===== src/rtl/ccu_snoop_sequencer.sv =====
// Broadcasts one coherent snoop to every port but the initiator and
// folds the returned CR responses into a single summary for the decoder.
module ccu_snoop_sequencer #(
    parameter  int unsigned NoMstPorts = 4,
    parameter  int unsigned AddrWidth  = 64,
    localparam int unsigned MstIdxBits = (NoMstPorts > 1) ? $clog2(NoMstPorts) : 1
) (
    input  logic                    clk_i,
    input  logic                    rst_ni,
    input  logic                    req_valid_i,
    output logic                    req_ready_o,
    input  logic [AddrWidth-1:0]    req_addr_i,
    input  logic [3:0]              req_snoop_i,
    input  logic [2:0]              req_prot_i,
    input  logic [MstIdxBits-1:0]   req_initiator_i,
    output logic [NoMstPorts-1:0]   ac_valid_o,
    input  logic [NoMstPorts-1:0]   ac_ready_i,
    output logic [AddrWidth-1:0]    ac_addr_o,
    output logic [3:0]              ac_snoop_o,
    output logic [2:0]              ac_prot_o,
    input  logic [NoMstPorts-1:0]   cr_valid_i,
    output logic [NoMstPorts-1:0]   cr_ready_o,
    input  logic [NoMstPorts*5-1:0] cr_resp_i,
    output logic                    rsp_valid_o,
    input  logic                    rsp_ready_i,
    output logic                    rsp_shared_o,
    output logic                    rsp_dirty_o,
    output logic                    rsp_error_o,
    output logic [NoMstPorts-1:0]   rsp_data_available_o,
    output logic [MstIdxBits-1:0]   rsp_first_responder_o
);

    typedef enum logic [1:0] {
        IDLE,
        SNOOP,
        RESP
    } state_e;

    state_e                  state_q, state_d;
    logic [AddrWidth-1:0]    addr_q, addr_d;
    logic [3:0]              snoop_q, snoop_d;
    logic [2:0]              prot_q, prot_d;
    logic [NoMstPorts-1:0]   target_q, target_d;
    logic [NoMstPorts-1:0]   ac_sent_q, ac_sent_d;
    logic [NoMstPorts-1:0]   cr_recv_q, cr_recv_d;
    logic                    shared_q, shared_d;
    logic                    dirty_q, dirty_d;
    logic                    error_q, error_d;
    logic [NoMstPorts-1:0]   data_avail_q, data_avail_d;
    logic [MstIdxBits-1:0]   first_q, first_d;
    logic                    first_found_q, first_found_d;

    logic [NoMstPorts-1:0]   target_new;
    logic [NoMstPorts-1:0]   ac_hs;
    logic [NoMstPorts-1:0]   cr_hs;
    logic                    dt_hit;
    logic [MstIdxBits-1:0]   dt_idx;

    always_comb begin
        for (int i = 0; i < NoMstPorts; i++) begin
            target_new[i] = (MstIdxBits'(i) != req_initiator_i);
        end
    end

    always_comb begin
        state_d       = state_q;
        addr_d        = addr_q;
        snoop_d       = snoop_q;
        prot_d        = prot_q;
        target_d      = target_q;
        ac_sent_d     = ac_sent_q;
        cr_recv_d     = cr_recv_q;
        shared_d      = shared_q;
        dirty_d       = dirty_q;
        error_d       = error_q;
        data_avail_d  = data_avail_q;
        first_d       = first_q;
        first_found_d = first_found_q;
        req_ready_o   = 1'b0;
        ac_valid_o    = '0;
        cr_ready_o    = '0;
        rsp_valid_o   = 1'b0;
        ac_hs         = '0;
        cr_hs         = '0;
        dt_hit        = 1'b0;
        dt_idx        = '0;

        unique case (state_q)
            IDLE: begin
                req_ready_o = 1'b1;
                if (req_valid_i) begin
                    addr_d        = req_addr_i;
                    snoop_d       = req_snoop_i;
                    prot_d        = req_prot_i;
                    target_d      = target_new;
                    ac_sent_d     = '0;
                    cr_recv_d     = '0;
                    shared_d      = 1'b0;
                    dirty_d       = 1'b0;
                    error_d       = 1'b0;
                    data_avail_d  = '0;
                    first_d       = '0;
                    first_found_d = 1'b0;
                    state_d       = (|target_new) ? SNOOP : RESP;
                end
            end
            SNOOP: begin
                ac_valid_o = target_q & ~ac_sent_q;
                cr_ready_o = ac_sent_q & ~cr_recv_q;
                ac_hs      = ac_valid_o & ac_ready_i;
                cr_hs      = cr_ready_o & cr_valid_i;
                ac_sent_d  = ac_sent_q | ac_hs;
                cr_recv_d  = cr_recv_q | cr_hs;
                for (int i = 0; i < NoMstPorts; i++) begin
                    if (cr_hs[i]) begin
                        data_avail_d[i] = cr_resp_i[5*i];
                        error_d         = error_d | cr_resp_i[5*i+1];
                        dirty_d         = dirty_d | cr_resp_i[5*i+2];
                        shared_d        = shared_d | cr_resp_i[5*i+3];
                        // ascending scan: lowest index wins a same-cycle tie
                        if (cr_resp_i[5*i] && !dt_hit) begin
                            dt_hit = 1'b1;
                            dt_idx = MstIdxBits'(i);
                        end
                    end
                end
                if (dt_hit && !first_found_q) begin
                    first_d       = dt_idx;
                    first_found_d = 1'b1;
                end
                if (cr_recv_d == target_q) begin
                    state_d = RESP;
                end
            end
            RESP: begin
                rsp_valid_o = 1'b1;
                if (rsp_ready_i) begin
                    state_d = IDLE;
                end
            end
            default: state_d = IDLE;
        endcase
    end

    always_ff @(posedge clk_i or negedge rst_ni) begin
        if (!rst_ni) begin
            state_q       <= IDLE;
            addr_q        <= '0;
            snoop_q       <= '0;
            prot_q        <= '0;
            target_q      <= '0;
            ac_sent_q     <= '0;
            cr_recv_q     <= '0;
            shared_q      <= 1'b0;
            dirty_q       <= 1'b0;
            error_q       <= 1'b0;
            data_avail_q  <= '0;
            first_q       <= '0;
            first_found_q <= 1'b0;
        end else begin
            state_q       <= state_d;
            addr_q        <= addr_d;
            snoop_q       <= snoop_d;
            prot_q        <= prot_d;
            target_q      <= target_d;
            ac_sent_q     <= ac_sent_d;
            cr_recv_q     <= cr_recv_d;
            shared_q      <= shared_d;
            dirty_q       <= dirty_d;
            error_q       <= error_d;
            data_avail_q  <= data_avail_d;
            first_q       <= first_d;
            first_found_q <= first_found_d;
        end
    end

    assign ac_addr_o             = addr_q;
    assign ac_snoop_o            = snoop_q;
    assign ac_prot_o             = prot_q;
    assign rsp_shared_o          = shared_q;
    assign rsp_dirty_o           = dirty_q;
    assign rsp_error_o           = error_q;
    assign rsp_data_available_o  = data_avail_q;
    assign rsp_first_responder_o = first_q;

endmodule

===== config.mk =====
export PLATFORM = sky130hd
export DESIGN_NAME = ccu_snoop_sequencer
export DESIGN_NICKNAME = d
export VERILOG_FILES = /design/src/rtl/ccu_snoop_sequencer.sv
export SDC_FILE = /design/constraint.sdc
export NUM_CORES = 1
export LEC_CHECK = 0
export BUFFER_PORTS_ARGS = -buffer_cell sky130_fd_sc_hd__buf_2
export CORE_UTILIZATION = 49
export CTS_BUF_LIST = sky130_fd_sc_hd__clkbuf_16
export DETAILED_ROUTE_END_ITERATION = 10
export PLACE_DENSITY = 0.85
export SLEW_MARGIN = 20
export SYNTH_ARGS = -nofsm -noshare
export SYNTH_HDL_FRONTEND = slang
export SYNTH_SLANG_ARGS = --single-unit

===== constraint.sdc =====
create_clock -name clk_i -period 3.89 [get_ports clk_i]
set_input_delay 0.5835 -clock clk_i [delete_from_list [all_inputs] [get_ports clk_i]]
set_output_delay 0.5835 -clock clk_i [all_outputs]
set_load 0.03 [all_outputs]

### After elaboration in Yosys (flattened, before gate mapping)

Index checks and enable logic that the tools add are counted.

| storage, ports and cells | value |
|---|---|
| register bits | 95 |
| latch bits | 0 |
| bits in writable memories | 0 |
| memory bits (read-only) | 0 |
| input port bits | 105 |
| output and inout bits | 90 |
| memories kept | 0 |

| operators by class | value |
|---|---|
| add/subtract/negate cells | 0 |
| multiply operators | 0 |
| div/mod/pow operators | 0 |
| magnitude comparators | 0 |
| equality and inequality tests | 14 |
| shift-type cells | 0 |
| muxes and demuxes | 65 |
| bitwise operators | 20 |
| reductions and logical operators | 20 |

Operators with widths:

| kind | count |
|---|---|
| 1-bit 2-to-1 mux | 43 |
| 4-bit one-hot mux with 2 select lines | 3 |
| 2-bit 2-to-1 mux | 10 |
| 3-bit AND reduction | 6 |
| 4-bit AND | 4 |
| 2-bit inequality test, second input constant | 8 |
| 4-bit 2-to-1 mux | 3 |
| 1-bit OR | 12 |
| 4-bit NOT | 2 |
| 4-bit OR | 2 |
| 1-bit one-hot mux with 2 select lines | 4 |
| 2-bit one-hot mux with 3 select lines | 1 |
| 4-bit equality test | 1 |
| 1-bit logical AND | 4 |
| 1-bit zero test | 4 |
| 2-bit inequality test, first input constant | 2 |
| 2-bit one-hot mux with 2 select lines | 1 |
| 2-bit AND reduction | 2 |
| 2-bit nonzero test | 2 |
| 4-bit OR reduction | 1 |
| 2-bit by 1-bit equality test with 1-bit output, second input constant | 1 |
| 2-bit equality test, second input constant | 1 |
| 2-bit zero test | 1 |
| 1-bit by 2-bit inequality test with 1-bit output, first input constant | 1 |

### Longest topological paths before layout

Gate-level depths: netlist (run 1).

| depth | value |
|---|---|
| word-level depth | 23 |
| depth in mapped cells | 6 |
| mapped depth without buffers | 4 |

### Least setup slack after synthesis (run 1)

OpenSTA, ideal clock, no wires.

| timing path | value |
|---|---|
| path type | reg2out |
| start point | register state_q[1] |
| end point | output port ac_valid_o[2] |
| arrival time | 1.619 ns |
| required time | 3.306 ns |
| setup slack | 1.687 ns |
| cell stages (with the launch flop) | 5 |
| buffers on the path | 1 |
| cells stage by stage | dfrtp_1 > inv_1 > nand2_1 > clkbuf_1 > nor3b_1 |

| between the ends | value |
|---|---|
| longest elaborated chain between the ends | 2 |

Ends and longest elaborated chain:

| item | line | source |
|---|---|---|
| start, declared | 39 | `state_e state_q, state_d;` |
| start signal, assigned | 161 | `state_q <= state_d;` |
| 2-bit by 1-bit equality test with 1-bit output | 88 | `unique case (state_q)` |
| 4-bit 2-to-1 mux | 88 |  |
| end, declared | 16 | `output logic [NoMstPorts-1:0] ac_valid_o,` |

Every way passes these cells.

### Final worst setup path (run 1)

| timing path | value |
|---|---|
| start point | register state_q[0] |
| end point | output port cr_ready_o[3] |

| between the ends | value |
|---|---|
| longest elaborated chain between the ends | 2 |

Ends and longest elaborated chain:

| item | line | source |
|---|---|---|
| 2-bit by 1-bit equality test with 1-bit output | 88 |  |
| 4-bit 2-to-1 mux | 88 |  |
| end, declared | 22 | `output logic [NoMstPorts-1:0] cr_ready_o,` |

Every way passes these cells.

==> impl_results.md, run 1 <==
* GPL Wtd Cong at roughly 0.8
* Die width at roughly 90 µm
* Ys Warns at 0
* Pre-CTS setup slack at around 1.7 ns
* Die Area at approximately 0.0084 mm²
* Routing usage on met3 at 3.90%
* Largest net degree at the start of global routing at slightly below 80
* CTS tree: done
* Total global-route track usage at a little under a quarter
* WP data required at between 3 and 4 ns
* Core Footprint at about 0.008 mm²
* Reg2reg setup slack at around 1.9 ns
* Syn_nets at roughly 540
* Slew Limit Headroom at 36.1%
* Clock transition at path regs at 0.07 ns
* Max VDD drop at approximately 0.00045 V
* Met2 usage at between 40% and 50%
* Nets at roughly 730
* Leak at roughly 3.0 nW
* Vias in the first global route at 3594
* Post-Syn Instances at ~440
* Seq/Total Area, Yosys at between 60% and 70%
* Worst-Margin Slew at between 0.9 and 1 ns
* CTS sink count at 95
* Critical Path Source Type: flip-flop
* Most common cell after layout, fill and taps aside: nand2_1
* Initial antenna violation count at 0
* Final setup fails at 0
* Wire per inst at approximately 13 µm
* #FFs+latches synth at 95
* Drt drc at 0
* Hold Path Class: input port to asynchronous set/reset pin
* Total wire length at ~9.6 mm
* Worst-path maximum fanout at 12
* Postcts setup bufs at 0
* Drt pass-1 iters at 4
* Clock Latency Late Sink at about 0.33 ns
* Area Growth Syn to Fin at 32.6%
* # rows at 32
* Max-cap viol count at 0
* Slew Limit Fails at 0
* Post-Syn Area per Cell at 9.04 µm²
* Vias per cell at roughly 5
* Dpl hpwl at roughly 6.8 mm
* Initial Util at just over 50%
* Hold-fix buffers, CTS at 0
* Final Critical Period at around 2.5 ns
* H-tree Lvls at 3
* Clock skew at 0.00966 ns
* Hold violation count in the final report at 0
* GR peak layer: met2
* RSZ-0062 raised after global routing: false
* Synthesized area at 0.00396 mm²
* I/O Pins at slightly below 200
* DR iter-0 viols at around 150
* PwrDens at 983 mW/mm²
* CTS root buffer: clkbuf_16
* Crit end category: output pin
* Height of the die at 91.9 µm
* Layout cell share with drive strength beyond 1 at 34.4%
* Gr ovfl total at 0
* Most frequent cells in the layout: 225 x nand2_1, 189 x buf_2, 95 x dfrtp_1
* Synth cell types at 31
* PortBufs at 190
* Via Count at ~3600
* Crit Path Class: flip-flop to output pin
* Sum Neg Setup Slack at 0 ns
* N_diodes at 0
* CTS max path bufs at 2
* CP Data Arrival Time at 1.93 ns
* Num CTS Buffers at 9
* Period utilisation layout at approximately two thirds
* First-pass GRT wire length at 15.6 mm
* Post_cts resized at 0
* Worst setup margin at between 1 and 1.5 ns
* Post-route ant nets at 0
* Status: completed
* GRT met1 Usage at roughly 27%
* F_max at a little under 400 MHz
==> routing by layer <==
layer | up-vias | part of all wire (%)
met5 | - | 0
met4 | 0 | 2.1
met3 | 15 | 6.0
met2 | 131 | 50
met1 | 1706 | 42
li1 | 1753 | -
==> cell type report <==
type / count / area (µm²)
Fill cell: 668 / 2520
Sequential cell: 95 / 2380
Multi-Input combinational cell: 314 / 1440
Timing Repair Buffer: 195 / 991
Clock buffer: 9 / 225
Tap cell: 102 / 128
Clock inverter: 7 / 66.3
Inverter: 5 / 18.8
==> cell usage after synthesis <==
| cell type | count | area share [%] |
|---|---|---|
| nand3_1 | 7 | 0.88 |
| clkbuf_1 | 4 | 0.38 |
| or2_1 | 1 | 0.16 |
| a21o_1 | 3 | 0.57 |
| a21oi_1 | 13 | 1.6 |
| a211oi_1 | 1 | 0.19 |
| nor4_1 | 1 | 0.16 |
| nand2_1 | 225 | 21 |
| nand2_4 | 1 | 0.28 |
| a32o_1 | 1 | 0.25 |
| nor2_1 | 17 | 1.6 |
| a21boi_4 | 1 | 0.47 |
| a22oi_1 | 6 | 1.1 |
| buf_6 | 2 | 0.57 |
| nor2b_1 | 1 | 0.16 |
| xnor2_1 | 4 | 0.88 |
| nand4b_1 | 1 | 0.22 |
| buf_2 | 18 | 2.3 |
| or3_1 | 1 | 0.16 |
| a22o_1 | 2 | 0.44 |
| o21ai_0 | 2 | 0.25 |
| nor3b_1 | 6 | 1.1 |
| nand2b_4 | 1 | 0.35 |
| o21ba_1 | 1 | 0.25 |
| and3b_1 | 4 | 0.88 |
| o22ai_1 | 1 | 0.16 |
| dfrtp_1 | 95 | 60 |
| a311oi_4 | 1 | 0.66 |
| inv_1 | 5 | 0.47 |
| mux2i_1 | 1 | 0.25 |
| a31oi_1 | 11 | 1.7 |
==> per-stage QoR <==
stage / utilization [%] / cells / power, mW / instance area (µm²) / hold WS (ns)
2_1_floorplan: - / 438 / 3.54 / 3960 / 0.288
6_report: 67.6 / 727 / 5.16 / 5250 / 0.403
5_1_grt: 67.6 / 727 / 5.50 / 5250 / 0.441
3_3_place_gp: 63.8 / 711 / 4.23 / 4960 / 0.452
3_5_place_dp: 63.8 / 711 / 4.33 / 4960 / 0.457
4_1_cts: 67.6 / 727 / 5.20 / 5250 / 0.425
==> registers in the layout, summed over array words and instances, names as in the netlist <==
signal	cells
first_found_q	1
target_q	4
cr_recv_q	4
ac_addr_o	64
ac_snoop_o	4
rsp_data_available_o	4
state_q	2
rsp_shared_o	1
rsp_first_responder_o	2
rsp_error_o	1
ac_sent_q	4
ac_prot_o	3
rsp_dirty_o	1
==> critical path: stages, from the launching register on <==
cell	delay, ns
dfrtp_1	0.59
nand2_1	0.40
nor3b_1	0.37
buf_2	0.25
==> power breakdown <==
part	switching, mW	total, mW	internal [mW]
logic	1.78	2.54	0.754
clock network	0.357	0.850	0.493
registers	0.315	1.78	1.46
==> final timing paths <==
kind	from	end	cells past startpoint
worst max-delay path	state_q[0]	cr_ready_o[3]	3
worst min-delay path	rst_ni	rsp_first_responder_o[0]	1
worst max register to register	state_q[0]	ac_addr_o[35]	4
worst min register to register	ac_addr_o[14]	ac_addr_o[14]	2
max in group asynchronous	rst_ni	ac_addr_o[62]	2
min in group clk_i	req_addr_i[5]	ac_addr_o[5]	3
==> cell families (layout without fill, tap and decap cells) <==
logic type	Yosys count	count (layout)	synth area share, %
AND/OR/NAND/NOR	266	266	27.3
XOR/XNOR	4	4	0.885
buffers and inverters	29	216	3.70
multiplexers	1	1	0.253
flip-flops	95	95	60.1
AO/OA/AOI/OAI	43	43	7.78
Note: power is estimated with default switching activity, not from simulation.
==> run 2, diff against run 1 <==
--- a/config.mk
+++ b/config.mk
@@ -5,11 +5,12 @@
 export SDC_FILE = /design/constraint.sdc
 export NUM_CORES = 1
 export LEC_CHECK = 0
+export ABC_AREA = 1
 export BUFFER_PORTS_ARGS = -buffer_cell sky130_fd_sc_hd__buf_2
-export CORE_UTILIZATION = 49
+export CORE_UTILIZATION = 41
 export CTS_BUF_LIST = sky130_fd_sc_hd__clkbuf_16
 export DETAILED_ROUTE_END_ITERATION = 10
-export PLACE_DENSITY = 0.85
+export PLACE_DENSITY = 0.75
 export SLEW_MARGIN = 20
 export SYNTH_ARGS = -nofsm -noshare
 export SYNTH_HDL_FRONTEND = slang
==> constraint.sdc (replaced) <==
create_clock -name clk_i -period 2.1 [get_ports clk_i]
set_input_delay 0.315 -clock clk_i [delete_from_list [all_inputs] [get_ports clk_i]]
set_output_delay 0.315 -clock clk_i [all_outputs]
set_load 0.03 [all_outputs]
==> run 2 against run 1 <==
Combinational power increased by 83%. Sequential cell count unchanged. Clock power rose by 89%. Worst hold slack worse by 0.23 ns. Sequential share of layout area is 1.0 points lower. Highest routed layer unchanged.
==> impl_results.md, run 2 <==
* CP max-delay cell: dfrtp_1 (unchanged)
* RSZ-0062 raised after global routing: false (unchanged)
* Vias per cell at 4.65 (was 4.96)
* Logic pwr share at 48.9% (was 49.1%)
* Post-route ant nets at 0 (unchanged)
* CTS sink count at 95 (unchanged)
* Final setup fails at 0 (unchanged)
* Drt drc at 0 (unchanged)
* PnR Total Power at 9.50 mW (was 5.16 mW)
* Most common cell after layout, fill and taps aside: nand2_1 (unchanged)
* Vias in the first global route at 3581 (was 3594)
* CTS max path bufs at 2 (unchanged)
* GPL Wtd Cong at 0.825 (was 0.794)
* Slew Limit Headroom at 68.4% (was 36.1%)
* FF+latch area at 0.00238 mm² (unchanged)
* Finished Cell Area at 0.00537 mm² (was 0.00525 mm²)
* Worst-path maximum fanout at 14 (was 12)
* WP data required at 1.78 ns (was 3.31 ns)
* EDFF count, synth at 0 (unchanged)
* Die width at 100 µm (was 91.9 µm)
* PortBufs at 190 (unchanged)
* Synth top area cells: dfrtp_1 60%, nand2_1 23%, inv_1 2.9%, o21ai_0 2.3%, a21oi_1 2.1% (was dfrtp_1 60%, nand2_1 21%, buf_2 2.3%, a31oi_1 1.7%, a21oi_1 1.6%)
* Syn_nets at 580 (was 543)
* DR iter-0 viols at 110 (was 146)
* Height of the die at 100 µm (was 91.9 µm)
* N_diodes at 0 (unchanged)
* Slew Limit Fails at 0 (unchanged)
* Clock skew at 0.00977 ns (was 0.00966 ns)
* Area share of the largest cell type after synthesis at 59.8% (was 60.1%)
* Count leader, synth: nand2_1 (unchanged)
* Crit Path Class: flip-flop to output pin (unchanged)
* Worst-Margin Slew at 0.474 ns (was 0.958 ns)
* Initial antenna violation count at 0 (unchanged)
* Int Pwr at 4.96 mW (was 2.71 mW)
* Drt pass-1 iters at 4 (unchanged)
* Clock Latency Late Sink at 0.33 ns (about the same)
* Hold Path Class: input port to flip-flop (was input port to asynchronous set/reset pin)
* # rows at 35 (was 32)
* Die Area at 0.0101 mm² (was 0.00844 mm²)
* Via Count at 3715 (was 3605)
* Crit end category: output pin (unchanged)
* Seq/Total Area, Yosys at 59.8% (was 60.1%)
* Critical Path Source Type: flip-flop (unchanged)
* Crit path cell chain: inv_1 -> nand2_2 -> nor3_2 -> buf_2 (was nand2_1 -> nor3b_1 -> buf_2)
* Switching share of power at 47.8% (was 47.5%)
* I/O Pins at 195 (unchanged)
* First-pass GRT wire length at 16.3 mm (was 15.6 mm)
* Synthesized area at 0.00398 mm² (was 0.00396 mm²)
* Multi-input combinational cell area at 0.00138 mm² (was 0.00144 mm²)
* CTS root buffer: clkbuf_16 (unchanged)
* Post_cts resized at 0 (unchanged)
* Seq pwr share at 34.1% (was 34.4%)
* Post-synth ARST share at 100% (unchanged)
* CP Data Arrival Time at 1.52 ns (was 1.93 ns)
* Total wire length at 10.0 mm (was 9.60 mm)
* Worst setup margin at 0.270 ns (was 1.37 ns)
* Worst stage delay on the critical path at 0.41 ns (was 0.59 ns)
* Sum Neg Setup Slack at 0 ns (unchanged)
* Max reg flops at 64 (unchanged)
* # fillers at 862 (was 668)
* Hold violation count in the final report at 0 (unchanged)
* Synth cell count leaders: 249 x nand2_1, 95 x dfrtp_1, 31 x inv_1, 18 x o21ai_0, 17 x a21oi_1 (was 225 x nand2_1, 95 x dfrtp_1, 18 x buf_2, 17 x nor2_1, 13 x a21oi_1)
* Max-cap viol count at 0 (unchanged)
* Core Footprint at 0.00933 mm² (was 0.00777 mm²)
* Clock group share of total power at 17.0% (was 16.5%)
* Total global-route track usage at 20.4% (was 23.3%)
* Max VDD drop at 0.000901 V (was 0.000451 V)
* Num CTS Buffers at 9 (unchanged)
* Post-synth top flop: dfrtp_1 (unchanged)
* Largest net degree at the start of global routing at 64 (was 79)
* Clock transition at path regs at 0.07 ns (about the same)
* Initial Util at 42.6% (was 51.0%)
* Post-Syn Area per Cell at 8.37 µm² (was 9.04 µm²)
* Critical path's top delay family: simple AND/OR/NAND/NOR gates (unchanged)
* Yosys top cell by area: dfrtp_1 (unchanged)
* Layout cell share with drive strength beyond 1 at 32.5% (was 34.4%)
* Post-Place Cell Area at 0.00506 mm² (was 0.00496 mm²)
* Gr ovfl total at 0 (unchanged)
* Most frequent cells in the layout: 249 x nand2_1, 189 x buf_2, 95 x dfrtp_1 (was 225 x nand2_1, 189 x buf_2, 95 x dfrtp_1)
* F_max at about 550 MHz
* Dpl hpwl at 7.27 mm (was 6.83 mm)
* Ys Warns at 0 (unchanged)
* H-tree Lvls at 3 (unchanged)
* Sw power at 4.55 mW (was 2.45 mW)
* Final Critical Period at 1.83 ns
* Pre-CTS setup slack at 0.601 ns (was 1.67 ns)
* Fin util at 57.6% (was 67.6%)
* Period utilisation layout at 87.2%
* CTS tree: done (unchanged)
* Area Growth Syn to Fin at 35.0% (was 32.6%)
* Post-Syn Instances at 475 (was 438)
* Nets at 770 (was 725)
* PwrDens at 1770 mW/mm² (was 983 mW/mm²)
* Synth cell types at 21 (was 31)
* Status: completed (unchanged)
* Wire per inst at 12.6 µm (was 13.2 µm)
* Leak at 3.18 nW (was 3.02 nW)
* #FFs+latches synth at 95 (unchanged)
* Crit path buf inv count at 2 (was 1)
run 2: power by group through the flow:
stage / registers (mW) / clock network [mW] / logic, mW
after floorplan: 4.67 / 0 / 1.84
after global placement: 3.21 / 0 / 4.59
after detailed placement: 3.25 / 0 / 4.69
after CTS: 3.24 / 1.65 / 4.70
after global routing: 3.36 / 1.73 / 5.07
final: 3.24 / 1.61 / 4.65
run 2: timing repair:
action,CTS,global route
buffers inserted,0,0
endpoints found under the setup margin,0,0
hold buffers,1,0
hold endpoints to repair,33,0
run 2: per-stage QoR:
| step | hold WS [ns] | instances |
|---|---|---|
| after detailed placement | 0.307 | 782 |
| final | 0.172 | 799 |
| after global placement | 0.296 | 782 |
| after global routing | 0.167 | 799 |
| after CTS | 0.165 | 799 |
| after floorplan | 0.0194 | 475 |
run 2: cell type report:
cell class | instances | share of cell area [%]
Clock inverter | 7 | 1.33
Multi-Input combinational cell | 330 | 25.7
Inverter | 32 | 2.24
Sequential cell | 95 | 44.3
Timing Repair Buffer | 197 | 19.2
Clock buffer | 9 | 4.19
Tap cell | 129 | 3.01
run 2: cells by family (layout without fill, tap and decap cells):
logic type,Yosys count,in the layout,share of synthesized area (%)
flip-flops,95,95,59.8
buffers and inverters,50,245,5.54
AO/OA/AOI/OAI,39,39,5.00
AND/OR/NAND/NOR,291,291,29.7
run 2: worst paths after layout:
| path | start | endpoint | slack [ns] | cells after the start |
|---|---|---|---|---|
| max in group asynchronous | rst_ni | ac_addr_o[30] | 0.96 | 3 |
| min in group asynchronous | rst_ni | ac_addr_o[49] | 0.48 | 2 |
| worst max register to register | state_q[1] | rsp_first_responder_o[0] | 0.69 | 7 |
| worst min-delay path | req_addr_i[6] | ac_addr_o[6] | 0.17 | 3 |
| worst min register to register | ac_prot_o[2] | ac_prot_o[2] | 0.47 | 2 |
| worst max-delay path | state_q[1] | cr_ready_o[1] | 0.27 | 4 |
run 2: metal layers:
metal | global-route usage, % | part of all wire [%] | vias up
li1 | - | - | 1853
met1 | 24.9 | 43 | 1701
met2 | 35.2 | 48 | 149
met3 | 5.06 | 7.2 | 12
met4 | 7.47 | 1.4 | 0
met5 | 0 | 0 | -
run 2: worst register-to-register path, delay by kind of cell (launching register included):
| kind | cells | cell delay [ns] |
|---|---|---|
| compound gates | 1 | 0.13 |
| flops | 1 | 0.41 |
| buf+inv | 2 | 0.38 |
| simple gates | 4 | 0.42 |
